--- src/rtl/fir_coef_mac.sv ---
// Serial FIR engine: one coefficient fetch per tap from a registered ROM, 40-bit MAC,
// Q1.15 scaling with saturation. Define FIR_ROUND_EN for round-half-up instead of floor.
module fir_coef_mac #(
   parameter int TAPS   = 60,
   parameter int ADDR_W = 7,
   parameter int DATA_W = 16,
   parameter int ACC_W  = 40
) (
   input  logic                     clock,
   input  logic                     reset_n,
   input  logic                     in_valid,
   output logic                     in_ready,
   input  logic signed [DATA_W-1:0] in_data,
   output logic [ADDR_W-1:0]        coef_addr,
   input  logic signed [DATA_W-1:0] coef_q,
   output logic                     out_valid,
   output logic signed [DATA_W-1:0] out_data
);

   // state   | meaning
   // S_IDLE  | waiting for a sample, in_ready high
   // S_RUN   | issuing coef_addr 0..TAPS-1, one per cycle
   // S_DRAIN | absorbing the last ROM return
   // S_OUT   | out_valid strobe, write pointer advances
   typedef enum logic [1:0] {S_IDLE, S_RUN, S_DRAIN, S_OUT} state_t;

   localparam int PROD_W = 2 * DATA_W;
   localparam logic signed [ACC_W-1:0] SAT_MAX = (ACC_W'(1) << (DATA_W - 1)) - ACC_W'(1);
   localparam logic signed [ACC_W-1:0] SAT_MIN = -(ACC_W'(1) << (DATA_W - 1));
`ifdef FIR_ROUND_EN
   localparam logic signed [ACC_W-1:0] RND = ACC_W'(1) << (DATA_W - 2);
`else
   localparam logic signed [ACC_W-1:0] RND = '0;
`endif

   state_t                     state, state_nxt;
   logic [5:0]                 wp;
   logic [5:0]                 rd_idx;
   logic signed [DATA_W-1:0]   hist [64];
   logic signed [DATA_W-1:0]   hist_rd;
   logic                       mac_en;
   logic                       last_tap;
   logic signed [ACC_W-1:0]    acc;
   logic signed [ACC_W-1:0]    acc_sum;
   logic signed [ACC_W-1:0]    acc_shift;
   logic signed [PROD_W-1:0]   prod;
   logic signed [DATA_W-1:0]   sat_val;

   assign last_tap  = (coef_addr == ADDR_W'(TAPS - 1));
   assign rd_idx    = wp - 6'(coef_addr);
   assign in_ready  = (state == S_IDLE);
   assign out_valid = (state == S_OUT);

   always_comb begin
      state_nxt = state;
      case (state)
         S_IDLE:  if (in_valid) state_nxt = S_RUN;
         S_RUN:   if (last_tap) state_nxt = S_DRAIN;
         S_DRAIN: state_nxt = S_OUT;
         S_OUT:   state_nxt = S_IDLE;
         default: state_nxt = S_IDLE;
      endcase
   end

   always_ff @(posedge clock or negedge reset_n) begin
      if (!reset_n) state <= S_IDLE;
      else          state <= state_nxt;
   end

   // hist_rd and mac_en lag the address by one cycle so they line up with coef_q
   always_comb begin
      prod      = coef_q * hist_rd;
      acc_sum   = acc + $signed({{(ACC_W - PROD_W){prod[PROD_W-1]}}, prod});
      acc_shift = (acc_sum + RND) >>> (DATA_W - 1);
      sat_val   = acc_shift[DATA_W-1:0];
      if (acc_shift > SAT_MAX)      sat_val = SAT_MAX[DATA_W-1:0];
      else if (acc_shift < SAT_MIN) sat_val = SAT_MIN[DATA_W-1:0];
   end

   always_ff @(posedge clock or negedge reset_n) begin
      if (!reset_n) begin
         wp        <= '0;
         acc       <= '0;
         coef_addr <= '0;
         hist_rd   <= '0;
         mac_en    <= 1'b0;
         out_data  <= '0;
         for (int i = 0; i < 64; i++) hist[i] <= '0;
      end else begin
         mac_en <= (state == S_RUN);
         if (state == S_RUN) hist_rd <= hist[rd_idx];
         if (mac_en) acc <= acc_sum;
         case (state)
            S_IDLE: begin
               if (in_valid) begin
                  hist[wp]  <= in_data;
                  acc       <= '0;
                  coef_addr <= '0;
               end
            end
            S_RUN:   if (!last_tap) coef_addr <= coef_addr + ADDR_W'(1);
            S_DRAIN: out_data <= sat_val;
            S_OUT:   wp <= wp + 6'd1;
            default: ;
         endcase
      end
   end

endmodule

--- config.mk ---
export PLATFORM = sky130hd
export DESIGN_NAME = fir_coef_mac
export DESIGN_NICKNAME = d
export VERILOG_FILES = /design/src/rtl/fir_coef_mac.sv
export SDC_FILE = /design/constraint.sdc
export NUM_CORES = 2
export LEC_CHECK = 0
export ABC_AREA = 1
export CORE_MARGIN = 2
export CORE_UTILIZATION = 40
export CTS_BUF_LIST = sky130_fd_sc_hd__clkbuf_8 sky130_fd_sc_hd__clkbuf_16
export DETAILED_ROUTE_END_ITERATION = 8
export PLACE_DENSITY_LB_ADDON = 0.2
export SLEW_MARGIN = 20
export SYNTH_ARGS = -nofsm -noshare
export SYNTH_HDL_FRONTEND = slang
export SYNTH_SLANG_ARGS = --single-unit
export TNS_END_PERCENT = 30
--- constraint.sdc ---
create_clock -name clock -period 6.2 [get_ports clock]
set_input_delay 0.62 -clock clock [delete_from_list [all_inputs] [get_ports clock]]
set_output_delay 0.62 -clock clock [all_outputs]
set_load 0.02 [all_outputs]
==> flow_summary_export.csv <==
group,metric,value,unit
timing,rsz0062_at_grt,"true",
timing,relSlewSlack,25.23,%
setup_path,cp.arrival,6.76,ns
global_route,grt_max_degree,144,
final_layout,syn_to_final_growth,15.86,%
logic_synthesis,synth_edf_count,0,
clock_network,cts_num_sinks,1112,
setup_path,cp-end-kind,"register",
logic_synthesis,synth.avg_cell_area,8.612,µm²
global_route,grt_pass1_wl,298900,µm
setup_path,crit_path_start_kind,"register",
detailed_routing,routed_via_density,5.273,
detailed_routing,drtIter0Drc,4036,
global_route,grt_antenna_before_repair,2,
global_route,grtUsageTotal,23.65,%
floorplan,ioPinCount,60,
placement,portBuffers,59,
floorplan,start_util,40.30,%
logic_synthesis,ys_types,40,
clock_network,cts_buffers,119,
detailed_routing,wl_per_cell,19.90,µm
clock_network,cts-root-buf,"clkbuf_16",
final_layout,layout_common_cells,"1800 x nand2_1, 1260 x o21ai_0, 1100 x dfrtp_1",
global_route,use_met1,34.08,%
global_route,grt_pass1_vias,49703,
final_layout,final_common_cell,"nand2_1",
logic_synthesis,synth_area,63020,µm²
logic_synthesis,synth_nets,7810,
setup_path,max_stage_delay,0.58,ns
setup_path,crit_fanout,7,
detailed_routing,drc,0,
setup_path,slowest_stage,"fa_1",
floorplan,rows,145,
global_route,grt_remaining_overflow,0,
setup_path,cpMostUsedCell,"fa_1",
timing,min_period,6.130,ns
timing,report.final.slew_viol_count,0,
clock_network,clk_pin_slew,0.06,ns
outcome,status,"finished clean",
floorplan,coreArea,156400,µm²
logic_synthesis,netlist_instances,7318,
timing,hold_viol_final,0,
detailed_routing,ant_nets,0,
clock_network,clockBufferDepth,3,
timing,period_share,98.87,%
hold_path,min_from,"out_data[1]$_DFFE_PN0P_",
global_route,grt_busiest_layer,"met2",
final_layout,drive_gt1_share,11.81,%
hold_path,hold_class,"register to register",
timing,skew,0.05372,ns
placement,hpwlAfterDp,122100,µm
floorplan,die_y,400.9,µm
timing,setup_viol,0,
logic_synthesis,synth_seq_cells,1112,
clock_network,worstSkewPairLatency,0.78,ns
final_layout,antennaDiodeCount,0,
clock_network,cts_tree,"done",
setup_path,r2r_start,"hist_rd[8]$_DFFE_PN0P_",
placement,place.gp.congestion,0.9101,
run,cap_viol_max_count,0,
timing,tightestPinTransition,1.113,ns
setup_path,cp.required,6.83,ns
global_route,grt_use_met3,3.358,%
setup_path,reg2reg_to,"out_data[10]$_DFFE_PN0P_",
logic_synthesis,yosys_warnings,0,
detailed_routing,wl,189200,µm
setup_path,reg2reg_depth,28,
logic_synthesis,synth-main-ff-cell,"dfrtp_1",
final_layout,nNetsFinal,7839,
setup_path,ff2ff_setup_slack,0.07,ns
floorplan,dieArea,160700,µm²
detailed_routing,drt_pass1_iterations,6,
final_layout,post-route-util,46.69,%
hold_path,hold_path_end,"out_data[1]$_DFFE_PN0P_",
logic_synthesis,ys_seq_area_share,44.16,%
logic_synthesis,async_reset_ff_share,100.0,%
setup_path,criticalPathCategory,"register to register",
hold_path,worstHoldPathCells,2,
global_route,grt_util_met2,37.45,%
clock_network,htree_levels,3,
floorplan,chipWidth,400.9,µm
detailed_routing,vias,50132,
timing,max_freq,0.1631,GHz
cell families after synthesis:
kind of cell | Yosys count | share of synthesized area [%]
simple gates | 2449 | 15.21
compound gates | 1708 | 15.08
buf+inv | 1300 | 7.970
flops | 1112 | 44.16
fa+ha+maj | 457 | 13.02
mux | 256 | 4.066
xor+xnor | 36 | 0.5003
how the worst max path moves through the flow:
| stage | depth (start not counted) | slack [ns] | to | startpoint |
|---|---|---|---|---|
| finish | 28 | 0.07 | out_data[10]$_DFFE_PN0P_ | hist_rd[8]$_DFFE_PN0P_ |
| floorplan | 33 | 0.01 | out_data[11]$_DFFE_PN0P_ | coef_q[7] |
| CTS | 31 | 0.002 | out_data[4]$_DFFE_PN0P_ | hist_rd[7]$_DFFE_PN0P_ |
| global placement | 30 | -0.90 | out_data[14]$_DFFE_PN0P_ | coef_q[15] |
| global route | 31 | -0.23 | out_data[10]$_DFFE_PN0P_ | hist_rd[5]$_DFFE_PN0P_ |
| detailed placement | 32 | -0.93 | out_data[5]$_DFFE_PN0P_ | coef_q[15] |
per-layer routing:
layer	routed length [µm]	vias up
met5	12	-
met4	4361	2
met3	10200	208
met2	86660	1197
met1	87990	24950
li1	-	23775
cell usage after synthesis, types with 60 or more instances:
cell type / instances / area share (%)
o22ai_1: 64 / 0.64
clkbuf_1: 481 / 2.9
nand2_1: 1874 / 11
a21oi_1: 71 / 0.56
dfrtp_1: 1112 / 44
fa_1: 331 / 11
o221ai_1: 193 / 2.7
nor2_1: 362 / 2.2
inv_1: 715 / 4.3
nand3_1: 152 / 1.2
ha_1: 126 / 2.5
o21ai_0: 1263 / 10
buf_2: 60 / 0.48
mux2i_1: 256 / 4.1
state kept, by name, indices dropped and copies added (netlist names):
signal,count
acc,40
state,2
out_data,16
hist,1024
coef_addr,7
wp,6
mac_en,1
hist_rd,16
per-stage QoR:
stage                     worst slack, ns  hold WS (ns)  TNS, ns  cell area (µm²)  cells
final                             0.07028        0.4743        0            73010   9508
after global routing              -0.2266        0.4976   -3.222            73010   9508
after CTS                        0.001648        0.4820        0            72090   9487
after detailed placement          -0.9264        0.4673   -27.37            67440   9252
after global placement            -0.9027        0.4604   -26.97            67440   9252
after floorplan                   0.01088        0.3244        0            63030   7318
timing repair:
item / CTS / global route
gates cloned: 1 / 2
hold buffers: 1 / 0
endpoints found under the setup margin: 24 / 28
gates resized for setup: 85 / 189
pin swaps: 21 / 93
endpoints found under the hold margin: 86 / 0
setup buffers: 9 / 19
worst max-delay path, delay by kind of cell (launching register included):
| kind | cells | cell delay [ns] |
|---|---|---|
| DFF | 1 | 0.48 |
| adders and majority gates | 7 | 3.36 |
| buffers and inverters | 6 | 0.62 |
| and+or+nand+nor | 15 | 1.55 |
area by class of cell:
type,instances,area [µm²]
inverters,737,2786
well taps,2058,2575
multi-input cells,4908,31290
clock inverters,74,750.7
fillers,15247,83370
repair buffers,469,4367
clock buffers,150,3405
flip-flops and latches,1112,27840
Power is left out: the tool's default activity adds up to more than one toggle a clock period on the data nets, which glitch-free logic cannot reach.
